===== src/rtl/vga_timing_gen_pkg.sv =====
// XGA pixel-timing constants and game mode encodings
// shared by the timing generator and the draw stages.
package vga_timing_gen_pkg;

  localparam int H_ACTIVE     = 1024;
  localparam int H_SYNC_START = 1048;
  localparam int H_SYNC_W     = 136;
  localparam int H_TOTAL      = 1344;
  localparam int V_ACTIVE     = 768;
  localparam int V_SYNC_START = 771;
  localparam int V_SYNC_W     = 6;
  localparam int V_TOTAL      = 806;

  typedef enum logic [2:0] {
    MENU_MODE    = 3'b000,
    GAME_MODE    = 3'b001,
    VICTORY_MODE = 3'b010,
    GAME_OVER    = 3'b011,
    MULTI_WAIT   = 3'b100
  } mode_e;

  function automatic logic in_range(
    input logic [11:0] x,
    input logic [11:0] lo,
    input logic [11:0] w
  );
    return (x >= lo) && (x < lo + w);
  endfunction

endpackage


===== src/rtl/vga_timing_gen_mod_counter.sv =====
// Modulo-MOD up counter; wrap flags the last count
// so a following counter can be chained on it.
module mod_counter #(
  parameter int MOD   = 1344,
  parameter int WIDTH = 12
) (
  input  logic             clk,
  input  logic             rst,
  input  logic             en,
  output logic [WIDTH-1:0] count,
  output logic             wrap
);

  assign wrap = (count == WIDTH'(MOD - 1));

  always_ff @(posedge clk or negedge rst) begin
    if (!rst) begin
      count <= '0;
    end else if (en) begin
      count <= wrap ? '0 : count + 1'b1;
    end
  end

endmodule


===== src/rtl/vga_timing_gen.sv =====
// Pixel-timing source: position, syncs, blanks, start of frame,
// frame count and a game-mode latch that only moves at frame start.
module vga_timing_gen
  import vga_timing_gen_pkg::*;
#(
  parameter int H_ACT  = H_ACTIVE,
  parameter int H_SS   = H_SYNC_START,
  parameter int H_SW   = H_SYNC_W,
  parameter int H_TOT  = H_TOTAL,
  parameter int V_ACT  = V_ACTIVE,
  parameter int V_SS   = V_SYNC_START,
  parameter int V_SW   = V_SYNC_W,
  parameter int V_TOT  = V_TOTAL
) (
  input  logic        clk,
  input  logic        rst,
  input  logic        en,
  input  logic [2:0]  control_state_in,
  output logic [11:0] hcount_out,
  output logic [11:0] vcount_out,
  output logic        hsync_out,
  output logic        vsync_out,
  output logic        hblnk_out,
  output logic        vblnk_out,
  output logic        sof_out,
  output logic [15:0] frame_cnt_out,
  output logic [2:0]  control_state_out
);

  localparam logic [11:0] HA  = 12'(H_ACT);
  localparam logic [11:0] HSS = 12'(H_SS);
  localparam logic [11:0] HSW = 12'(H_SW);
  localparam logic [11:0] VA  = 12'(V_ACT);
  localparam logic [11:0] VSS = 12'(V_SS);
  localparam logic [11:0] VSW = 12'(V_SW);

  logic        h_wrap;
  logic        v_wrap;
  logic        f_wrap;
  logic [11:0] h_nxt;
  logic [11:0] v_nxt;

  mod_counter #(.MOD(H_TOT), .WIDTH(12)) u_h (
    .clk   (clk),
    .rst   (rst),
    .en    (en),
    .count (hcount_out),
    .wrap  (h_wrap)
  );

  mod_counter #(.MOD(V_TOT), .WIDTH(12)) u_v (
    .clk   (clk),
    .rst   (rst),
    .en    (en && h_wrap),
    .count (vcount_out),
    .wrap  (v_wrap)
  );

  assign f_wrap = h_wrap && v_wrap;

  // Flags decode the position the counters move to on this edge
  always_comb begin
    h_nxt = hcount_out + 1'b1;
    v_nxt = vcount_out;
    if (h_wrap) begin
      h_nxt = '0;
      v_nxt = v_wrap ? '0 : vcount_out + 1'b1;
    end
  end

  always_ff @(posedge clk or negedge rst) begin
    if (!rst) begin
      hsync_out         <= 1'b0;
      vsync_out         <= 1'b0;
      hblnk_out         <= 1'b0;
      vblnk_out         <= 1'b0;
      sof_out           <= 1'b0;
      frame_cnt_out     <= '0;
      control_state_out <= MENU_MODE;
    end else if (en) begin
      hsync_out <= in_range(h_nxt, HSS, HSW);
      vsync_out <= in_range(v_nxt, VSS, VSW);
      hblnk_out <= (h_nxt >= HA);
      vblnk_out <= (v_nxt >= VA);
      sof_out   <= f_wrap;
      if (f_wrap) begin
        frame_cnt_out     <= frame_cnt_out + 1'b1;
        control_state_out <= control_state_in;
      end
    end else begin
      sof_out <= 1'b0;
    end
  end

endmodule


===== config.mk =====
export PLATFORM = sky130hd
export DESIGN_NAME = vga_timing_gen
export DESIGN_NICKNAME = d
export VERILOG_FILES = /design/src/rtl/vga_timing_gen_pkg.sv /design/src/rtl/vga_timing_gen_mod_counter.sv /design/src/rtl/vga_timing_gen.sv
export SDC_FILE = /design/constraint.sdc
export NUM_CORES = 1
export LEC_CHECK = 0
export CAP_MARGIN = 20
export CORE_MARGIN = 8
export CORE_UTILIZATION = 38
export DETAILED_ROUTE_END_ITERATION = 8
export HOLD_SLACK_MARGIN = 0.08
export PLACE_DENSITY_LB_ADDON = 0.12
export SYNTH_ARGS = -nofsm -noshare
export SYNTH_HDL_FRONTEND = slang
export SYNTH_SLANG_ARGS = --single-unit

===== constraint.sdc =====
create_clock -name clk -period 2.6 [get_ports clk]
set_clock_uncertainty 0.15 [all_clocks]
set_input_delay 0.39 -clock clk [delete_from_list [all_inputs] [get_ports clk]]
set_output_delay 0.39 -clock clk [all_outputs]
set_load 0.02 [all_outputs]

# --- Word level (Yosys, flattened, before mapping) ---
# Index checks and enable logic that the tools add are counted.
word_totals:
  out_inout_bits: 48
  reg_bits: 48
op_classes:
  addsub: 3
  eq_ne: 2
  magnitude_cmp: 6
  n_mux: 4
  reduce_logical: 5
ops:
  columns: ["cell", "count"]
  rows:
  - ["$mux 12", 3]
  - ["$add 12x1->12 const B", 2]
  - ["$ge 12x10->1 const B", 2]
  - ["$ge 12x11->1 const B", 2]
  - ["$add 16x1->16 const B", 1]
  - ["$eq 12x10->1 const B", 1]
  - ["$eq 12x11->1 const B", 1]
  - ["$lt 12x10->1 const B", 1]
  - ["$lt 12x11->1 const B", 1]
  - ["$logic_and 1x1->1", 4]
  - ["$reduce_and 2->1", 1]
  - ["$mux 1", 1]

# --- Depth between registers and ports, before layout ---
# Gate-level depths: netlist of run 1.
depth:
  depth_word: 5
  ltp_mapped: 10
  ltp_nobuf: 8

# --- By module ---
# Synthesis of run 1 repeated with hierarchy kept, for this count alone.
unflattened:
  hier_cells: 277
  hier_area_um2: 2798.9
modules_own_cells:
  columns: ["mod", "area_per_inst_um2", "cells_per_inst", "instances", "seq_area_each_um2"]
  rows:
  - ["vga_timing_gen", 1522.7, 157, 1, 600.6]
  - ["mod_counter at u_v", 674.4, 63, 1, 300.3]
  - ["mod_counter at u_h", 601.8, 57, 1, 300.3]

# --- Worst setup path after synthesis of run 1 ---
# OpenSTA, ideal clock, no wires.
synth_path:
  path_kind: "flip-flop to flip-flop"
  from: "register u_h.count[0]"
  to: "register vsync_out"
  path_buffers: 0
  path_stages_with_launch: 8
  t_arrival_ps: 2106
  setup_slack_ps: 243
  setup_ps: 101
  t_required_ps: 2349
  path_cell_list: "dfrtp_1 > ha_1 > and4_1 > nand4_4 > or3_1 > a32oi_1 > o22ai_1 > o32ai_1"
synth_via:
  elab_chain_len: 4
  word_cells_on_any_way: 5
  classes_between: "2 x order compare; 1 x eq/ne; 1 x mux; 1 x reduce/logical"
synth_lines:
  columns: ["item", "line_no", "source"]
  rows:
  - ["start: declaration", "vga_timing_gen_mod_counter.sv:10", "output logic [WIDTH-1:0] count,"]
  - ["start signal: assignment", "vga_timing_gen_mod_counter.sv:20", "count <= wrap ? '0 : count + 1'b1;"]
  - ["$eq 12x11->1 (*)", "vga_timing_gen_mod_counter.sv:14", "assign wrap = (count == WIDTH'(MOD - 1));"]
  - ["$mux 12 (*)", "vga_timing_gen.sv:65", "if (h_wrap) begin"]
  - ["$ge 12x10->1 / $lt 12x10->1 (equally long branches)", "vga_timing_gen_pkg.sv:27", "return (x >= lo) && (x < lo + w);"]
  - ["$logic_and 1x1->1 (*)", "vga_timing_gen_pkg.sv:27", null]
  - ["end signal: assignment", "vga_timing_gen.sv:82", "vsync_out <= in_range(v_nxt, VSS, VSW);"]
  - ["end: declaration", "vga_timing_gen.sv:22", "output logic vsync_out,"]
# Mark *: on every way between the ends. The rest lies on a longest branch, timed or not.
# A chain may end at the register's enable or synchronous reset.

# --- Worst setup path in the final report of run 1 ---
layout_path:
  from: "register u_h.count[0]"
  to: "register u_v.count[6]"
layout_via:
  elab_chain_len: 2
layout_lines:
  columns: ["item", "line_no", "source"]
  rows:
  - ["$eq 12x11->1", "vga_timing_gen_mod_counter.sv:14", null]
  - ["$logic_and 1x1->1", "vga_timing_gen.sv:54", ".en (en && h_wrap),"]
  - ["end signal: assignment", "vga_timing_gen_mod_counter.sv:20", null]
  - ["end: declaration", "vga_timing_gen_mod_counter.sv:10", null]
# No other way between the ends.

==> flow_metrics.tcl, run 1 <==
set metrics [dict create \
    worst_slack_ps 211 \
    dr.pass1.iters 4 \
    final-seq-area_um2 1200 \
    crit_path_start_kind "register" \
    ir_drop_v 0.000418 \
    wirelength_mm 7.36 \
    multi_input_area_um2 1520 \
    yosys_most_used_dff "dfrtp_1" \
    maxCapViolCount 0 \
    p_total_mw 1.86 \
    clockBufferDepth 2 \
    n_fill_cell 718 \
    hold_slack_ps 322 \
    io_buffers 53 \
    grt_pass1_vias 2488 \
    worstSkewPairLatency_ps 310 \
    cts_root_buf "clkbuf_8" \
    p_switching_mw 0.582 \
    stdcell_area_um2 3700 \
    grt_usage_pct 14.5 \
    htree_levels 2 \
    nets 384 \
    dpl.hpwl_mm 5.40 \
    fin_crit_ps 2390 \
    dp.cells 464 \
    synth_area_um2 2850 \
    power.share.combinational_pct 22.5 \
    synth-edff-count 0 \
    grt_max_degree 49 \
    pwr-share-seq_pct 46.8 \
    fmax_ghz 0.419 \
    layout_common_cells "52 x clkdlybuf4s50_1, 48 x dfrtp_1, 37 x nand2_1, 24 x nor2_1" \
    power.density_nw_per_um2 504 \
    setup_violations 0 \
    drt_iter0_drc 144 \
    syn-num-nets 322 \
    drc_errors 0 \
    die_y_um 103 \
    syn_inst 311 \
    status "finished, final reports clean" \
    cts_sinks 48 \
    yosysTopAreaCell "dfrtp_1" \
    hold_path.class "reg -> reg" \
    slew_headroom_pct 60.0 \
    cts_tree "built" \
    antenna_found_initial 0 \
    rows 31 \
    globalplace.congestion 0.864 \
    grt_pass1_wl_mm 12.1 \
    overflow 0 \
    worstPathRequired_ps 2710 \
    post_dp_cell_area_um2 3570 \
    final-max-slew-violation-count 0 \
    criticalPathCategory "reg -> reg" \
    area_growth_pct 29.5 \
    arrival_ps 2500 \
    via_count 2545 \
    dieArea_um2 10500 \
    numCtsBuffers 5 \
    pre_cts_slack_ps 165 \
    finalNonFillerCells 473 \
    finalSetupTns_ps 0 \
    antenna_left 0 \
    rsz0062_at_grt "false" \
    utilization_pct 51.0 \
    cp-end-kind "register" \
    ys_ff_latch 48 \
    io_pins 54 \
    hold_viol_final 0 \
    post_drt_wl_per_cell_um 15.6 \
    initial_utilization_pct 39.3 \
    core_um2 7250 \
    tightest_slew_ps 600 \
    cp_max_fo 9 \
    total_leakage_power_nw 1.54 \
    yosys-top-cells-area "dfrtp_1 42%, nand2_1 4.9%, xnor2_1 4.6%, o21ai_0 4.0%, xor2_1 3.4%" \
    via_per_inst 5.38 \
    clk_pin_slew_worst_paths_ps 100 \
    power_frac_clock_pct 30.7 \
    ys_seq_area_share_pct 42.1 \
    drive_above_1_share_pct 11.8 \
    syn_avg_cell_area_um2 9.18 \
    internal_power_mw 1.28 \
    final_common_cell "clkdlybuf4s50_1" \
    post_cts_buffers 0 \
    synth_top_cell_area_share_pct 42.1 \
    async_reset_ff_share_pct 100 \
    synth_cell_types 56 \
    die_w_um 103 \
    yosysWarningCount 0 \
    fin_crit_sh_pct 91.9 \
    num_antenna_cells 0 \
    swShare_pct 31.3 \
]
## synthesized netlist by cell type, types with 7 or more instances
master and count:
nor2_1 24, buf_2 7, o21ai_0 23, a31oi_1 9, dfrtp_1 48, xor2_1 11
nor3_1 8, nand4_1 10, nand3_1 16, clkbuf_1 11, nand2_1 37, xnor2_1 15
## worst paths after layout
path / to / startpoint / cells past startpoint / slack (ps)
max reg2reg: u_v.count[6]$_DFFE_PN0P_ / u_h.count[0]$_DFFE_PN0P_ / 8 / 210
min in group asynchronous: u_v.count[3]$_DFFE_PN0P_ / rst / 3 / 560
max: u_v.count[6]$_DFFE_PN0P_ / u_h.count[0]$_DFFE_PN0P_ / 8 / 210
min reg2reg: frame_cnt_out[15]$_DFFE_PN0P_ / frame_cnt_out[15]$_DFFE_PN0P_ / 1 / 320
max in group asynchronous: frame_cnt_out[2]$_DFFE_PN0P_ / rst / 3 / 1340
min: frame_cnt_out[15]$_DFFE_PN0P_ / frame_cnt_out[15]$_DFFE_PN0P_ / 1 / 320
## final cells by class
class / count / share of cell area, %
Tap cell: 99 / 3.35
Multi-Input combinational cell: 234 / 41.1
Sequential cell: 48 / 32.5
Inverter: 7 / 0.711
Timing Repair Buffer: 77 / 19.2
Clock inverter: 3 / 1.29
Clock buffer: 5 / 1.86
## power groups by stage
stage	combinational, mW	sequential, mW	clock [mW]
6_report	0.419	0.871	0.572
5_1_grt	0.458	0.881	0.614
4_1_cts	0.424	0.871	0.590
3_5_place_dp	0.420	0.884	0
3_3_place_gp	0.419	0.881	0
2_1_floorplan	0.170	0.936	0
## worst max-delay path, stage by stage (launching register included)
cell and delay (ps):
dfrtp_1 370, ha_1 260, and4_1 310, nand4_4 180, buf_4 220, nor2_2 310
nand2_1 170, nor4_1 240, a21o_1 120
## metal layers
metal	vias up	part of all wire, %	GRT usage, %	wire (µm)
met5	-	0	0	0
li1	1251	-	-	-
met1	1235	45	17.6	3320
met3	7	5.1	3.04	372
met2	52	49	24.6	3590
met4	0	1.2	5.08	87
## flip-flops by register name, summed over array words and instances, names as in the netlist
| signal | flops |
|---|---|
| hblnk_out | 1 |
| u_v.count | 12 |
| u_h.count | 12 |
| frame_cnt_out | 16 |
| vblnk_out | 1 |
| hsync_out | 1 |
| vsync_out | 1 |
| control_state_out | 3 |
| sof_out | 1 |
## cell families (layout without fill, tap and decap cells)
group	after synthesis	count (layout)	share of synthesized area [%]
AND/OR/NAND/NOR	133	133	26.1
AO/OA/AOI/OAI	62	62	13.9
flip-flops	48	48	42.1
buffers and inverters	29	92	4.69
XOR/XNOR	26	26	7.98
multiplexers	8	8	3.02
adder cells (fa/ha/maj)	5	5	2.19
## what timing repair did
item,in CTS,in global routing
endpoints found under the setup margin,0,1
hold buffers,1,0
endpoints found under the hold margin,48,0
resized for setup,0,1
Note: power is estimated with default switching activity, not from simulation.
==> run 2, diff against run 1 <==
- clock period: 2.6 -> 2.8 ns (I/O delays scaled with it)
==> run 2 against run 1 <==
Clock power up 6.6%. Combinational power down 10%. Hold slack better by 4.8 ps. Count of clock-buffer cells in the layout unchanged. Total power down 3.6%. Wire length up 0.46%. Maximum frequency down 3.4%. Critical path depth unchanged. Critical path type unchanged. Largest cell class unchanged.
==> flow_metrics.tcl, run 2 (synthesized netlist as in run 1, its figures left out) <==
set metrics [dict create \
    cp-end-kind "register" \
    finalNonFillerCells 469 \
    dpl.hpwl_mm 5.50 \
    hold_viol_final 0 \
    slew_headroom_pct 67.2 \
    antenna_left 0 \
    regMostFlops "frame_cnt_out" \
    area_growth_pct 29.2 \
    fin_crit_sh_pct 88.4 \
    cts_sinks 48 \
    internal_power_mw 1.27 \
    antenna_found_initial 0 \
    n_fill_cell 705 \
    core_um2 7250 \
    drt_iter0_drc 82 \
    wirelength_mm 7.40 \
    cts_root_buf "clkbuf_8" \
    arrival_ps 2540 \
    rows 31 \
    crit_path_start "u_h.count[1]$_DFFE_PN0P_" \
    grt_max_degree 21 \
    stdcell_area_um2 3690 \
    finalSetupTns_ps 0 \
    grt_usage_pct 14.7 \
    numCtsBuffers 5 \
    hold_path.class "reg -> reg" \
    post_drt_wl_per_cell_um 15.8 \
    via_per_inst 5.39 \
    die_w_um 103 \
    status "finished, final reports clean" \
    dieArea_um2 10500 \
    swShare_pct 29.3 \
    num_antenna_cells 0 \
    final-max-slew-violation-count 0 \
    fin_crit_ps 2470 \
    clockBufferDepth 2 \
    power_frac_clock_pct 34.0 \
    post_dp_cell_area_um2 3540 \
    worst_slack_ps 326 \
    setup_violations 0 \
    cts_tree "built" \
    worstSkewPairLatency_ps 310 \
    drc_errors 0 \
    clk_pin_slew_worst_paths_ps 100 \
    rsz0062_at_grt "false" \
    tightest_slew_ps 489 \
    cp_max_fo 9 \
    die_y_um 103 \
    via_count 2528 \
    criticalPathCategory "reg -> reg" \
    final_common_cell "clkdlybuf4s50_1" \
    io_buffers 53 \
    p_total_mw 1.79 \
    grt_pass1_vias 2494 \
    overflow 0 \
    globalplace.congestion 0.919 \
    hold_slack_ps 326 \
    top_regs "frame_cnt_out: 16 flops, u_h.count: 12 flops, u_v.count: 12 flops" \
    pwr-share-seq_pct 45.0 \
    maxCapViolCount 0 \
    dr.pass1.iters 4 \
    largest_register_ffs 16 \
    dp.cells 460 \
    nets 380 \
    worstPathRequired_ps 2860 \
    layout_common_cells "52 x clkdlybuf4s50_1, 48 x dfrtp_1, 37 x nand2_1, 24 x nor2_1, 23 x o21ai_0" \
    p_switching_mw 0.525 \
    drive_above_1_share_pct 10.5 \
    r2r-start "u_h.count[1]$_DFFE_PN0P_" \
    power.density_nw_per_um2 487 \
    grt_pass1_wl_mm 12.4 \
    hold_path.startpoint "frame_cnt_out[15]$_DFFE_PN0P_" \
    utilization_pct 50.8 \
    initial_utilization_pct 39.3 \
    io_pins 54 \
    fmax_ghz 0.404 \
    power.share.combinational_pct 21.0 \
    ir_drop_v 0.000334 \
    total_leakage_power_nw 1.52 \
    htree_levels 2 \
    pre_cts_slack_ps 372 \
    crit_path_start_kind "register" \
]
[run 2: cell count changes in the layout (fill, tap and decap cells not counted), sizes merged]
| cell | delta |
|---|---|
| buf | -4 |
| clkinv | -2 |
| bufinv | +1 |
| inv | +1 |
[run 2: path summary, 6_finish.rpt]
check	to	cells after the start	slack (ps)
worst max register to register	vsync_out$_DFFE_PN0P_	8	330
worst min register to register	frame_cnt_out[15]$_DFFE_PN0P_	1	330
worst max-delay path	vsync_out$_DFFE_PN0P_	8	330
worst min-delay path	frame_cnt_out[15]$_DFFE_PN0P_	1	330
max in group asynchronous	u_h.count[10]$_DFFE_PN0P_	3	1510
min in group asynchronous	u_v.count[7]$_DFFE_PN0P_	2	420
[run 2: layout make-up]
type                       count  area (µm²)  area share [%]
tap                           99         124            3.36
inverter                       7        26.3           0.713
multi-input combinational    234        1520            41.2
clock buffer                   5        68.8            1.87
timing repair buffer          73         678            18.4
clock inverter                 3        68.8            1.87
sequential                    48        1200            32.6
[run 2: layer usage]
metal / share of wire [%] / global-route usage (%)
met5: 0 / 0
met4: 1.3 / 6.66
met3: 5.2 / 2.84
met2: 48 / 24.0
met1: 45 / 18.4
[run 2: what timing repair did]
action,CTS,global route
hold buffers,1,0
gates resized for setup,0,0
endpoints found under the hold margin,17,0
buffers inserted,0,0
[run 2: worst max-delay path: stages, from the launching register on]
cell,delay [ps]
dfrtp_1,440
ha_1,290
and4_1,300
and4_1,300
buf_4,190
a31oi_1,80
o21ai_0,240
o311ai_1,140
o32ai_1,250
[run 2: power by group through the flow]
stage / Clock, mW / Sequential [mW] / Combinational (mW)
after CTS: 0.629 / 0.808 / 0.384
after global routing: 0.655 / 0.819 / 0.411
after floorplan: 0 / 0.869 / 0.158
after detailed placement: 0 / 0.820 / 0.380
after global placement: 0 / 0.819 / 0.382
final: 0.610 / 0.808 / 0.377
==> run 3, diff against run 2 <==
- SLEW_MARGIN: not set -> 20
==> results of run 3 <==
No change in the layout: final DEF, timing and power equal those of run 2.
